===== config.mk =====
export PLATFORM = sky130hd
export DESIGN_NAME = bmem_arbiter
export DESIGN_NICKNAME = d
export VERILOG_FILES = /design/src/rtl/bmem_arbiter.sv
export SDC_FILE = /design/constraint.sdc
export NUM_CORES = 2
export LEC_CHECK = 0
export CORE_AREA = 2 2 391 393
export DETAILED_ROUTE_END_ITERATION = 8
export DIE_AREA = 0 0 393 395
export PLACE_DENSITY = 0.52
export SLEW_MARGIN = 20
export SYNTH_ARGS = -nofsm -noshare
export SYNTH_HDL_FRONTEND = slang
export SYNTH_SLANG_ARGS = --single-unit

===== constraint.sdc =====
create_clock -name clk -period 3.1 [get_ports clk]
set_clock_uncertainty 0.1 [all_clocks]
set_input_delay 0.62 -clock clk [delete_from_list [all_inputs] [get_ports clk]]
set_output_delay 0.62 -clock clk [all_outputs]
set_load 0.01 [all_outputs]

===== src/rtl/bmem_arbiter.sv =====
// bmem_arbiter: shares one burst-memory port between the I-cache (read-only)
// and the D-cache (read/write). A granted 256-bit line request becomes a
// BURST_LEN-beat burst of BUS_WIDTH-bit beats; read beats are reassembled
// into a full line that is returned with a one-cycle resp pulse.
//
// Ports:
//   clk, rst          clock; asynchronous active-low reset
//   imem_*            I-cache line read request / returned line / resp pulse
//   dmem_*            D-cache line read/write request / returned line / resp
//   bmem_*            burst memory: line-aligned address, read/write strobes,
//                     write beat out, read beat in, per-beat resp in
//   err               sticky protocol-error flag, cleared only by reset
module bmem_arbiter #(
   parameter int unsigned LINE_WIDTH = 256,
   parameter int unsigned BUS_WIDTH  = 64
) (
   input  logic                  clk,
   input  logic                  rst,
   input  logic [31:0]           imem_addr,
   input  logic                  imem_read,
   output logic [LINE_WIDTH-1:0] imem_rdata,
   output logic                  imem_resp,
   input  logic [31:0]           dmem_addr,
   input  logic                  dmem_read,
   input  logic                  dmem_write,
   input  logic [LINE_WIDTH-1:0] dmem_wdata,
   output logic [LINE_WIDTH-1:0] dmem_rdata,
   output logic                  dmem_resp,
   output logic [31:0]           bmem_addr,
   output logic                  bmem_read,
   output logic                  bmem_write,
   output logic [BUS_WIDTH-1:0]  bmem_wdata,
   input  logic [BUS_WIDTH-1:0]  bmem_rdata,
   input  logic                  bmem_resp,
   output logic                  err
);

   localparam int unsigned BURST_LEN = LINE_WIDTH / BUS_WIDTH;
   localparam int unsigned CNT_W     = (BURST_LEN > 1) ? $clog2(BURST_LEN) : 1;
   localparam int unsigned OFFSET_W  = $clog2(LINE_WIDTH / 8);

   typedef enum logic [1:0] {
      IDLE     = 2'd0,
      RD_BURST = 2'd1,
      WR_BURST = 2'd2,
      DONE     = 2'd3
   } state_t;

   typedef logic [CNT_W-1:0]                    beat_t;
   typedef logic [BURST_LEN-1:0][BUS_WIDTH-1:0] line_t;

   state_t state;
   beat_t  cnt;
   logic   last_d;      // last grant went to D (round-robin pointer)
   logic   src_d;       // current burst belongs to D
   line_t  line_q;      // write line latch / read assembly buffer

   logic        d_conflict_c;
   logic        req_i_c;
   logic        req_d_c;
   logic        grant_d_c;
   logic        last_beat_c;
   logic [31:0] grant_addr_c;
   line_t       asm_line_c;

   // Request decode and round-robin choice; a read+write D request is illegal
   // and is treated as no request.
   always_comb begin
      d_conflict_c = dmem_read & dmem_write;
      req_i_c      = imem_read;
      req_d_c      = (dmem_read | dmem_write) & ~d_conflict_c;
      grant_d_c    = req_d_c & (~req_i_c | ~last_d);
      grant_addr_c = grant_d_c ? dmem_addr : imem_addr;
      last_beat_c  = (cnt == beat_t'(BURST_LEN - 1));
   end

   // Line as it will look once the beat on bmem_rdata is captured.
   always_comb begin
      asm_line_c      = line_q;
      asm_line_c[cnt] = bmem_rdata;
   end

   // Arbitration / burst FSM with registered outputs.
   always_ff @(posedge clk or negedge rst) begin
      if (!rst) begin
         state      <= IDLE;
         cnt        <= '0;
         last_d     <= 1'b1;
         src_d      <= 1'b0;
         line_q     <= '0;
         imem_rdata <= '0;
         imem_resp  <= 1'b0;
         dmem_rdata <= '0;
         dmem_resp  <= 1'b0;
         bmem_addr  <= '0;
         bmem_read  <= 1'b0;
         bmem_write <= 1'b0;
         bmem_wdata <= '0;
         err        <= 1'b0;
      end else begin
         imem_resp <= 1'b0;
         dmem_resp <= 1'b0;
         case (state)
            IDLE: begin
               if (bmem_resp || d_conflict_c) begin
                  err <= 1'b1;
               end
               if (req_i_c || req_d_c) begin
                  cnt       <= '0;
                  last_d    <= grant_d_c;
                  src_d     <= grant_d_c;
                  bmem_addr <= {grant_addr_c[31:OFFSET_W], OFFSET_W'(0)};
                  if (grant_d_c && dmem_write) begin
                     state      <= WR_BURST;
                     bmem_write <= 1'b1;
                     line_q     <= dmem_wdata;
                     bmem_wdata <= dmem_wdata[BUS_WIDTH-1:0];
                  end else begin
                     state     <= RD_BURST;
                     bmem_read <= 1'b1;
                  end
               end
            end

            RD_BURST: begin
               if (bmem_resp) begin
                  line_q[cnt] <= bmem_rdata;
                  cnt         <= cnt + 1'b1;
                  if (last_beat_c) begin
                     state     <= DONE;
                     bmem_read <= 1'b0;
                     if (src_d) begin
                        dmem_rdata <= asm_line_c;
                        dmem_resp  <= 1'b1;
                     end else begin
                        imem_rdata <= asm_line_c;
                        imem_resp  <= 1'b1;
                     end
                  end
               end
            end

            WR_BURST: begin
               // Advance the beat on the edge the memory samples the current one.
               if (bmem_resp) begin
                  cnt        <= cnt + 1'b1;
                  bmem_wdata <= line_q[beat_t'(cnt + 1'b1)];
                  if (last_beat_c) begin
                     state      <= DONE;
                     bmem_write <= 1'b0;
                     dmem_resp  <= 1'b1;
                  end
               end
            end

            DONE: begin
               if (bmem_resp) begin
                  err <= 1'b1;
               end
               state <= IDLE;
            end

            default: state <= IDLE;
         endcase
      end
   end

endmodule


==> PnR_summary.wiki <==
{| class="wikitable"
! Metric !! Value
|-
| Number of iterations in the first detailed-routing pass || 6
|-
| Total of buffers placed on input and output ports || 987
|-
| Met2 track demand over resource in global routing || 0.329
|-
| Number of warnings reported in the yosys synthesis log || 0
|-
| Std-Cell Rows || 143
|-
| Final Slew Violations || 0
|-
| Sequential element share of the synthesized area || 0.555
|-
| Worst slack at placement || 131 ps
|-
| Critical Path Fanout Max || 28
|-
| Final critical-path required period || 2620 ps
|-
| Weighted congestion at the end of routability-driven global placement || 0.861
|-
| Fraction of final layout cells with drive strength greater than 1 || 0.120
|-
| RSZ-0062 raised after global routing || false
|-
| Worst path setup slack after routing || 480 ps
|-
| Number of global-route vias before repair || 32264
|-
| Critical path startpoint category || flip-flop
|-
| Arrival @ worst endpoint || 3080 ps
|-
| Category of the critical setup timing path || flip-flop to flip-flop
|-
| Fillers || 15113
|-
| Setup violators final || 0
|-
| Static Leakage || 24.1 nW
|-
| Post-cts gate resize count || 0
|-
| Count of clock tree sinks || 870
|-
| Register clock-pin slew on the reported worst setup and hold paths || 70 ps
|-
| Count of vias placed by the detailed router || 31970
|-
| Final-report hold violation count || 0
|-
| Total number of H-tree levels || 3
|-
| Peak clock frequency supported by timing || 382 MHz
|-
| Sort of element at the end of the critical path || flip-flop
|-
| Worst slew pin tran || 797 ps
|-
| Met1 capacity usage during global routing || 0.242
|-
| Critical path startpoint || state[1]
|-
| Die Span X || 393 um
|-
| Final HPWL DP || 117000 um
|-
| Final layout net count || 5144
|-
| Total power per unit cell area || 1090 nW/um^2
|-
| Most used routing layer || met2
|-
| DR iter-0 viols || 1725
|-
| Layout area overhead || 42.5%
|-
| Avg Vias per Cell || 4.66
|-
| Pin count of the biggest net entering global routing || 144
|-
| Share of the clock period used by the worst path after layout || 0.845
|-
| Worst rel slew slack || 0.468
|-
| Die ar. || 155000 um^2
|-
| Post-synthesis sequential element count || 870
|-
| Clock latency on the worst-skew pair || 700 ps
|-
| IO Pins || 1003
|-
| Cell count after synthesis || 3740
|-
| Met3 track utilization from global routing || 0.0500
|-
| GR Overflow Total || 0
|-
| Multi-input logic area || 15900 um^2
|-
| FF+latch area || 21800 um^2
|-
| Post-route total power || 0.0607 W
|-
| Critical R2R Launch || state[1]
|-
| Number of buffers on the longest clock path || 3
|-
| Clock Root Buffer || clkbuf_16
|-
| Remaining antenna violation count after routing || 0
|-
| Flop2flop setup slack || 480 ps
|-
| DIE HEIGHT || 395 um
|-
| Core outline area || 151000 um^2
|-
| Run status || complete, no violations
|-
| Global-route wire length before repair || 225000 um
|-
| Max-cap check violation count || 0
|-
| Worst EP required || 3560 ps
|-
| Number of distinct standard cells referenced by the synthesized netlist || 38
|-
| Number of buffers added by the clock tree synthesis step || 101
|-
| Number of antenna violations at the first check in global routing || 25
|-
| Peak supply drop || 0.000673 V
|-
| Detailed-route wire length per cell || 22.6 um
|-
| DR DRC count || 0
|-
| Syn Area/Cell || 10.5 um^2
|-
| CTS tree || built
|-
| Final TNS setup || 0 ps
|-
| Worst Hold Class || flip-flop to flip-flop
|-
| Total detailed-routing wirelength || 155000 um
|-
| R2R depth || 8
|-
| Worst R2R End || line_q[43]
|-
| Cell Area, Synth || 39200 um^2
|-
| Post-layout utilization of the core || 0.370
|-
| Initial core utilization || 0.259
|-
| End point of the critical path || line_q[43]
|-
| Hold Worst Slack || 377 ps
|-
| Global routing usage summed across all routing layers || 0.194
|}
## report_power, final
group	switching [W]	internal [W]	total [W]
clock network	0.00503	0.00733	0.0124
registers	0.00358	0.0165	0.0201
logic	0.0146	0.0136	0.0282
total	0.0232	0.0375	0.0607
## routing by layer
| layer | vias up | wire, um |
|---|---|---|
| met4 | 22 | 4000 |
| met5 | - | 149 |
| met2 | 953 | 75900 |
| li1 | 14927 | - |
| met1 | 15854 | 64400 |
| met3 | 214 | 10800 |
## how the worst min path moves through the flow
stage,startpoint,to,slack (ps),depth (start not counted)
floorplan,rst,bmem_addr[10],220,0
global placement,imem_rdata[52],imem_rdata[52],360,2
detailed placement,imem_rdata[67],imem_rdata[67],370,2
CTS,rst,line_q[91],330,2
global route,rst,line_q[91],370,2
finish,imem_rdata[52],imem_rdata[52],380,2
## sequential cells by signal, indices dropped and copies added, names as in the netlist
register and cells:
bmem_write 1, line_q 256, dmem_resp 1, bmem_wdata 64
imem_resp 1, cnt 2, dmem_rdata 256, last_d 1
err 1, imem_rdata 256, state 2, src_d 1
bmem_read 1, bmem_addr 27
## cells in the mapped netlist (all sizes together)
master / number / area (um^2)
dfrtp: 869 / 21700
o21ai: 545 / 2730
nand2: 542 / 2030
mux2i: 477 / 4770
a21oi: 324 / 1620
nor2: 261 / 980
mux2: 256 / 2880
clkbuf: 144 / 541
buf: 142 / 835
inv: 71 / 267
o22ai: 65 / 407
ha: 11 / 138
nand2b: 4 / 25.0
nand3: 4 / 20.0
nor2b: 4 / 25.0
nor3b: 3 / 27.5
a211oi: 2 / 15.0
a22o: 2 / 17.5
a31oi: 2 / 12.5
a311o: 1 / 10.0
a41oi: 1 / 8.76
and2: 1 / 6.26
and4: 1 / 8.76
conb: 1 / 3.75
dfstp: 1 / 26.3
nand4: 1 / 6.26
nand4b: 1 / 15.0
o31ai: 1 / 7.51
o41ai: 1 / 8.76
or3: 1 / 6.26
or3b: 1 / 8.76
## area by class of cell
type | count | area share
tap | 2030 | 0.0454
timing repair buffer | 1182 | 0.214
clock buffer | 143 | 0.0527
sequential | 870 | 0.390
antenna | 13 | 0.000582
inverter | 71 | 0.00479
multi-input combinational | 2517 | 0.285
clock inverter | 33 | 0.00799
## worst max-delay path: stages, from the launching register on
cell,delay [ps]
dfrtp_1,440
inv_1,160
ha_1,400
nor3b_2,270
a21oi_1,110
o21ai_4,140
buf_12,210
buf_12,240
mux2_2,360
## placed cells by master (no fill, tap or decap), drive strengths merged, types with 21 or more instances in the layout
cell             n
clkinv          21
o21ai          545
mux2i          477
dfrtp          869
mux2           256
nor2           261
clkbuf         143
inv             74
nand2          542
a21oi          324
o22ai           65
buf            195
clkdlybuf4s50  986
## logic make-up (layout without fill, tap and decap cells)
logic type | Yosys count | after routing | synth area share
and+or+nand+nor | 824 | 824 | 0.0807
other | 1 | 18 | 0.0000956
buffers and inverters | 357 | 1429 | 0.0419
DFF | 870 | 870 | 0.555
muxes | 733 | 733 | 0.195
AOI/OAI and AO/OA | 944 | 944 | 0.123
adders and majority gates | 11 | 11 | 0.00351
## timing repair
item / 4_1_cts / 5_1_grt
hold buffers: 1 / 0
endpoints found under the hold margin: 17 / 0
setup buffers: 0 / 0
## stage by stage
step / cells / cell area, um^2
2_1_floorplan: 3744 / 39200
3_3_place_gp: 6669 / 52500
3_5_place_dp: 6669 / 52500
4_1_cts: 6846 / 55900
5_1_grt: 6856 / 55900
6_report: 6859 / 55900
No activity file was read; power rests on OpenSTA's default activity.
